`src/rtl/ob_pkg.sv`:
```
// Shared types for the ob level-manager blocks: CSA operator selection,
// table-count sequencer FSM states, and the sequencer accumulator width.
package ob_pkg;

  // Reduction operator used by ob_lm_table_cnt_csa
  typedef enum logic [0:0] {
    CSA_3_2 = 1'b0,
    CSA_4_2 = 1'b1
  } ob_csa_op_e;

  // Table-count sequencer control states
  typedef enum logic [2:0] {
    IDLE  = 3'd0,
    FETCH = 3'd1,
    DRAIN = 3'd2,
    CPA   = 3'd3,
    RSP   = 3'd4
  } ob_lm_table_cnt_seq_state_t;

  // Accumulator width: enough headroom that summing a full table of
  // W-bit entries never wraps inside the carry-save registers.
  function automatic int ob_lm_table_cnt_acc_w(input int w, input int entries);
    return w + $clog2(entries) + 1;
  endfunction

endpackage

```
`src/rtl/ob_lm_table_cnt_csa.sv`:
```
// Carry-save reduction of N W-bit operands down to a sum/carry pair.
// OP selects 3:2 compressor folding or 4:2 compressor folding; both give
// sum_o + carry_o == sum of all inputs (mod 2^W).
module ob_lm_table_cnt_csa
  import ob_pkg::*;
#(
  parameter int         W  = 8,
  parameter int         N  = 3,
  parameter ob_csa_op_e OP = CSA_3_2
) (
  input  logic [N*W-1:0] in_i,
  output logic [W-1:0]   sum_o,
  output logic [W-1:0]   carry_o
);

  logic [W-1:0]   s_c;
  logic [W-1:0]   c_c;
  logic [2*W-1:0] t0_c;
  logic [2*W-1:0] t1_c;

  // One full-adder row: {carry, sum}
  function automatic logic [2*W-1:0] csa3(input logic [W-1:0] a,
                                          input logic [W-1:0] b,
                                          input logic [W-1:0] d);
    logic [W-1:0] maj;
    maj = (a & b) | (a & d) | (b & d);
    return {maj << 1, a ^ b ^ d};
  endfunction

  // Fold the remaining operands into the running sum/carry pair
  always_comb begin
    s_c  = in_i[W-1:0];
    c_c  = in_i[2*W-1:W];
    t0_c = '0;
    t1_c = '0;
    if (OP == CSA_4_2) begin
      for (int i = 2; i < N; i += 2) begin
        if (i + 1 < N) begin
          // 4:2 compressor: two new operands plus the running pair
          t0_c = csa3(in_i[i*W +: W], in_i[(i+1)*W +: W], s_c);
          t1_c = csa3(t0_c[W-1:0], t0_c[2*W-1:W], c_c);
          s_c  = t1_c[W-1:0];
          c_c  = t1_c[2*W-1:W];
        end else begin
          t0_c = csa3(s_c, c_c, in_i[i*W +: W]);
          s_c  = t0_c[W-1:0];
          c_c  = t0_c[2*W-1:W];
        end
      end
    end else begin
      for (int i = 2; i < N; i++) begin
        t0_c = csa3(s_c, c_c, in_i[i*W +: W]);
        s_c  = t0_c[W-1:0];
        c_c  = t0_c[2*W-1:W];
      end
    end
  end

  assign sum_o   = s_c;
  assign carry_o = c_c;

endmodule

```
`src/rtl/ob_lm_table_cnt_seq.sv`:
```
// Multi-beat table-count sequencer: walks a wrapping range of table
// entries N per beat, accumulates them in carry-save form, resolves with
// one carry-propagate add and returns the sum over a valid/ready channel.
// Build option OB_LM_TABLE_CNT_SEQ_SAT_EN: saturate rsp_sum on overflow.
module ob_lm_table_cnt_seq
  import ob_pkg::*;
#(
  parameter int         W         = 32,
  parameter int         N         = 4,
  parameter int         ENTRIES_N = 64,
  parameter ob_csa_op_e OP        = CSA_3_2
) (
  input  logic                         clk,
  input  logic                         arst_n,
  input  logic                         cmd_vld,
  output logic                         cmd_rdy,
  input  logic [$clog2(ENTRIES_N)-1:0] cmd_base,
  input  logic [$clog2(ENTRIES_N):0]   cmd_len,
  output logic                         rd_en,
  output logic [$clog2(ENTRIES_N)-1:0] rd_idx,
  input  logic [N*W-1:0]               rd_data,
  output logic                         rsp_vld,
  input  logic                         rsp_rdy,
  output logic [W-1:0]                 rsp_sum,
  output logic                         rsp_ovf,
  output logic                         busy
);

  localparam int IW  = $clog2(ENTRIES_N);
  localparam int LW  = IW + 1;
  localparam int NSH = $clog2(N);
  localparam int WA  = ob_lm_table_cnt_acc_w(W, ENTRIES_N);
  localparam int NI  = N + 2;

  ob_lm_table_cnt_seq_state_t state_q, state_d;

  logic [IW-1:0] addr_q;
  logic [LW-1:0] len_q;
  logic [LW-1:0] beats_q;
  logic [LW-1:0] beat_q;
  logic [LW-1:0] rem_q;
  logic          rd_vld_q;
  logic [WA-1:0] s_q, c_q;
  logic [W-1:0]  sum_q;
  logic          ovf_q;

  logic [LW-1:0]    len_c;
  logic [LW-1:0]    beats_c;
  logic [LW-1:0]    issue_rem_c;
  logic             last_beat_c;
  logic             accept_c;
  logic [NI*WA-1:0] csa_in_c;
  logic [WA-1:0]    csa_s_c, csa_c_c;
  logic [WA-1:0]    cpa_sum_c;

  // Command decode: clamp length, beats = ceil(len/N)
  assign len_c       = (cmd_len > LW'(ENTRIES_N)) ? LW'(ENTRIES_N) : cmd_len;
  assign beats_c     = (len_c + LW'(N - 1)) >> NSH;
  assign accept_c    = (state_q == IDLE) && cmd_vld;
  assign issue_rem_c = len_q - (beat_q << NSH);
  assign last_beat_c = (beat_q == beats_q - LW'(1));
  assign rd_idx      = addr_q;

  // State register
  always_ff @(posedge clk or negedge arst_n) begin
    if (!arst_n) state_q <= IDLE;
    else         state_q <= state_d;
  end

  // Next-state logic
  always_comb begin
    state_d = state_q;
    case (state_q)
      IDLE:    if (cmd_vld) state_d = (len_c == '0) ? RSP : FETCH;
      FETCH:   if (last_beat_c) state_d = DRAIN;
      DRAIN:   state_d = CPA;
      CPA:     state_d = RSP;
      RSP:     if (rsp_rdy) state_d = IDLE;
      default: state_d = IDLE;
    endcase
  end

  // State-decoded outputs
  always_comb begin
    cmd_rdy = 1'b0;
    rd_en   = 1'b0;
    rsp_vld = 1'b0;
    busy    = 1'b1;
    case (state_q)
      IDLE: begin
        cmd_rdy = 1'b1;
        busy    = 1'b0;
      end
      FETCH:   rd_en   = 1'b1;
      RSP:     rsp_vld = 1'b1;
      default: ;
    endcase
  end

  // Command latch, beat counter, address walk and read-return tracking
  always_ff @(posedge clk or negedge arst_n) begin
    if (!arst_n) begin
      addr_q   <= '0;
      len_q    <= '0;
      beats_q  <= '0;
      beat_q   <= '0;
      rem_q    <= '0;
      rd_vld_q <= 1'b0;
    end else begin
      rd_vld_q <= rd_en;
      rem_q    <= issue_rem_c;
      if (accept_c) begin
        addr_q  <= cmd_base;
        len_q   <= len_c;
        beats_q <= beats_c;
        beat_q  <= '0;
      end else if (state_q == FETCH) begin
        addr_q <= addr_q + IW'(N);
        beat_q <= beat_q + LW'(1);
      end
    end
  end

  // Lane mask: lanes past the remaining count contribute zero
  always_comb begin
    csa_in_c = '0;
    for (int k = 0; k < N; k++) begin
      if (LW'(k) < rem_q) csa_in_c[k*WA +: WA] = WA'(rd_data[k*W +: W]);
    end
    csa_in_c[N*WA +: WA]     = s_q;
    csa_in_c[(N+1)*WA +: WA] = c_q;
  end

  ob_lm_table_cnt_csa #(
    .W  (WA),
    .N  (NI),
    .OP (OP)
  ) u_csa (
    .in_i    (csa_in_c),
    .sum_o   (csa_s_c),
    .carry_o (csa_c_c)
  );

  // Carry-save accumulator: cleared on accept, folds each returning beat
  always_ff @(posedge clk or negedge arst_n) begin
    if (!arst_n) begin
      s_q <= '0;
      c_q <= '0;
    end else if (accept_c) begin
      s_q <= '0;
      c_q <= '0;
    end else if (rd_vld_q) begin
      s_q <= csa_s_c;
      c_q <= csa_c_c;
    end
  end

  assign cpa_sum_c = s_q + c_q;

  // Result registers: resolved in CPA, zeroed for empty commands
  always_ff @(posedge clk or negedge arst_n) begin
    if (!arst_n) begin
      sum_q <= '0;
      ovf_q <= 1'b0;
    end else if (accept_c && (len_c == '0)) begin
      sum_q <= '0;
      ovf_q <= 1'b0;
    end else if (state_q == CPA) begin
      sum_q <= cpa_sum_c[W-1:0];
      ovf_q <= |cpa_sum_c[WA-1:W];
    end
  end

  assign rsp_ovf = ovf_q;
`ifdef OB_LM_TABLE_CNT_SEQ_SAT_EN
  assign rsp_sum = ovf_q ? {W{1'b1}} : sum_q;
`else
  assign rsp_sum = sum_q;
`endif

endmodule

```
`config.mk`:
```
export PLATFORM = sky130hd
export DESIGN_NAME = ob_lm_table_cnt_seq
export DESIGN_NICKNAME = d
export VERILOG_FILES = /design/src/rtl/ob_pkg.sv /design/src/rtl/ob_lm_table_cnt_csa.sv /design/src/rtl/ob_lm_table_cnt_seq.sv
export SDC_FILE = /design/constraint.sdc
export NUM_CORES = 1
export LEC_CHECK = 0
export ABC_AREA = 1
export BUFFER_PORTS_ARGS = -buffer_cell sky130_fd_sc_hd__buf_2
export CORE_UTILIZATION = 54
export CTS_BUF_LIST = sky130_fd_sc_hd__clkbuf_4 sky130_fd_sc_hd__clkbuf_8
export DETAILED_ROUTE_END_ITERATION = 16
export HOLD_SLACK_MARGIN = 0.06
export PLACE_DENSITY = 0.77
export SLEW_MARGIN = 40
export SYNTH_ARGS = -nofsm -noshare
export SYNTH_HDL_FRONTEND = slang
export SYNTH_SLANG_ARGS = --single-unit
```
`constraint.sdc`:
```
create_clock -name clk -period 3.9 [get_ports clk]
set_input_delay 0.195 -clock clk [delete_from_list [all_inputs] [get_ports clk]]
set_output_delay 0.195 -clock clk [all_outputs]
set_load 0.005 [all_outputs]
```
==> key figures <==
Status
  – Status: finished, final reports clean

CTS
  – CTS tree: yes
  – Root buffer cell: clkbuf_8
  – Clk Latency, worst-skew pair: approximately 0.46 ns
  – Clock buffer depth: 2
  – TritonCTS Sinks: 145
  – Post-CTS setup repair buffer count: 0
  – CTS H-tree lvls: 4
  – Worst-path clk slew: ~0.090 ns
  – TritonCTS Buffers: 17

Synthesis
  – Post-Syn Nets: around 1900
  – Synthesized flop and latch total: 145
  – Sequential-to-total area share from yosys stat: between 20% and 30%
  – Syn_area_per_cell: 7.86 sq um
  – Top FF cell, synth: dfrtp_1
  – Mapped Cells: 1567
  – Synth cell types: 43
  – Total of warnings raised by yosys: 0
  – Post-synth top area share: 29.5%
  – Asr flop ratio synth: 100%
  – Top cells by area in the synthesized netlist: dfrtp_1, fa_1, nand2_1, inv_1, nor2_1
  – Post-synth EDFFs: 0
  – Top cell type by total area after synthesis: dfrtp_1
  – Synthesized area: 0.0123 sq mm

Floorplan
  – Num rows: 54
  – Core area: between 0.02 and 0.025 sq mm
  – Die height: 153 um
  – Die area: 0.0234 sq mm
  – IO Pins: 188
  – Initial Util: a little under three fifths
  – Chip Width: 153 um

Place
  – Pre-CTS setup slack: -0.112 ns
  – IO buf count: between 150 and 200
  – Final GP Congestion: 0.917
  – HPWL after detailed placement: 24100 um

STA
  – Hold WS: 0.126 ns
  – Slew Limit Fails: 0
  – Measured slew at the worst slew-check pin: between 0.7 and 0.8 ns
  – Final-report hold violation count: 0
  – Clock skew: 0.0125 ns
  – Period utilisation layout: 96.7%
  – F_max: 265 MHz
  – Final worst slack: 0.130 ns
  – # setup viols final: 0
  – Relative slew slack: 47.2%
  – RSZ-0062 raised after global routing: yes
  – Tmin final: between 3 and 4 ns

Routing
  – Initial DRC count: 614
  – Routed vias: roughly 10000
  – Routed Wire Length: 30400 um
  – Avg Vias per Cell: around 5
  – Number of antenna-violating nets in the routed design: 0
  – Drt drc: 0
  – WL per Instance: 14.8 um
  – DR pass1 iterations: 5

Worst setup path
  – Worst setup EP type: flip-flop
  – Cell Chain, Critical Path: nor3_2 > nor3b_2 > inv_2 > a21oi_1 > inv_1 > buf_6 > buf_12 > nand2_1 > fa_1 > fa_1 > inv_1 > fa_1 > fa_1 > a31oi_1 > inv_1
  – Setup CP Type: reg2reg
  – Max incr delay on CP: between 0.4 and 0.5 ns
  – Startpoint types: flip-flop
  – Slowest CP cell: fa_1
  – Worst EP required: 4.25 ns
  – Worst Path Max Fanout: 20
  – Worst Path Arrival: 4.12 ns
  – CP bufs+invs: 6
  – Cell mode on critical path: fa_1
  – CP delay by family, top: adder cells

Power and ir drop
  – Pleak: 7.98 nW
  – Int Power: 5.37 mW
  – Peak VDD IR: 0.455 mV
  – Switching Share: 48.7%
  – Comb pwr share: 61.9%
  – Power Density: 742 mW/mm^2
  – NetSw: 5.10 mW
  – Clock network power share: 12.0%
  – Power share of the sequential group: 26.0%

Worst hold path
  – Hold WC Path Type: in2reg

Global routing
  – Aggregate global-route resource usage: a little over a quarter
  – Antenna violations before repair: 0
  – Pin count of the biggest net entering global routing: 93
  – First-pass GRT wire length: roughly 51000 um
  – Vias in the first global route: 10600
  – Congestion Overflow GR: 0

Job
  – Max-cap violations: 0

Cells and area
  – Share of cells above drive strength 1: 15.7%
  – Commonest cells after routing, fill and taps aside: nand2_1, inv_1, buf_2
  – Most common cell after layout, fill and taps aside: nand2_1
  – P&R area growth vs syn: 14.6%
  – Ant. Diodes: 0
  – Nets: 2077
-- layout make-up --
type / count / area (sq um)
Fill cell: 1922 / 7980
Multi-Input combinational cell: 1034 / 7180
Sequential cell: 145 / 3630
Inverter: 342 / 1290
Timing Repair Buffer: 217 / 1250
Tap cell: 280 / 350
Clock buffer: 19 / 262
Clock inverter: 13 / 148
-- synthesized netlist by cell type (all sizes together), types with 2 or more instances --
library cell and number:
buf 21, nor3b 2, o21ai 65, nand4 3, nor2 162, ha 46, nand3b 2, nand3 31
nand2 393, o21bai 4, nor3 15, dfrtp 145, or2 4, fa 129, a31oi 78, and2 3
xnor2 21, inv 342, clkbuf 25, o211ai 2, xor2 15, a21oi 49
-- worst reg2reg max path: stages (launching register included) --
cell	delay [ns]
dfrtp_1	0.39
nor3_2	0.20
nor3b_2	0.21
inv_2	0.08
a21oi_1	0.18
inv_1	0.08
buf_6	0.19
buf_12	0.17
nand2_1	0.09
fa_1	0.42
fa_1	0.49
inv_1	0.05
fa_1	0.50
fa_1	0.41
a31oi_1	0.15
inv_1	0.06
-- power groups by stage --
stage                     Clock [mW]  Combinational, mW  Sequential, mW
after floorplan                    0               4.81            2.59
after global placement             0               6.21            2.74
after detailed placement           0               6.53            2.74
after CTS                       1.27               6.57            2.73
after global routing            1.33               7.54            2.82
final                           1.26               6.49            2.73
-- layer usage --
layer | global-route usage, % | wire [um]
met1 | 35.7 | 12900
met3 | 4.05 | 1080
met4 | 7.50 | 636
met5 | 0 | 0
met2 | 47.5 | 15800
-- cell families after synthesis --
| kind of cell | Yosys count | synth area share [%] |
|---|---|---|
| compound gates | 206 | 9.51 |
| simple gates | 617 | 20.5 |
| fa+ha+maj | 175 | 25.7 |
| flops | 145 | 29.5 |
| buf+inv | 388 | 12.3 |
| xor+xnor | 36 | 2.56 |
-- repair_timing --
item,CTS,global route
hold buffers,15,0
endpoints found under the hold margin,104,0
pin swaps,0,2
setup endpoints to repair,31,40
gates resized for setup,3,10
gates cloned,0,0
-- metrics by stage --
stage | area (sq um) | cells | TNS [ns] | power [mW] | util (%)
global placement | 13500 | 2002 | 0 | 8.95 | 61.0
CTS | 14100 | 2050 | 0 | 10.6 | 63.7
detailed placement | 13500 | 2003 | -1.00 | 9.28 | 61.1
finish | 14100 | 2050 | 0 | 10.5 | 63.9
floorplan | 12300 | 1567 | 0 | 7.40 | -
global route | 14100 | 2050 | -0.257 | 11.7 | 63.9
-- state kept, by name, indices dropped and copies added (netlist names) --
| register | flops |
|---|---|
| rd_vld_q | 1 |
| rem_q | 7 |
| s_q | 39 |
| beat_q | 7 |
| rsp_ovf | 1 |
| rd_idx | 6 |
| len_q | 7 |
| rsp_sum | 32 |
| state_q | 3 |
| beats_q | 5 |
| c_q | 37 |
-- final timing paths --
check | from | endpoint | slack (ns) | cells past startpoint
worst max-delay path | rem_q[4] | s_q[20] | 0.13 | 15
worst min-delay path | cmd_len[3] | len_q[3] | 0.13 | 5
worst max register to register | rem_q[4] | s_q[20] | 0.13 | 15
worst min register to register | len_q[0] | rem_q[0] | 0.38 | 0
max in group asynchronous | arst_n | c_q[12] | 2.55 | 3
min in group asynchronous | arst_n | rd_idx[1] | 0.34 | 2
No activity file was read; power rests on OpenSTA's default activity.
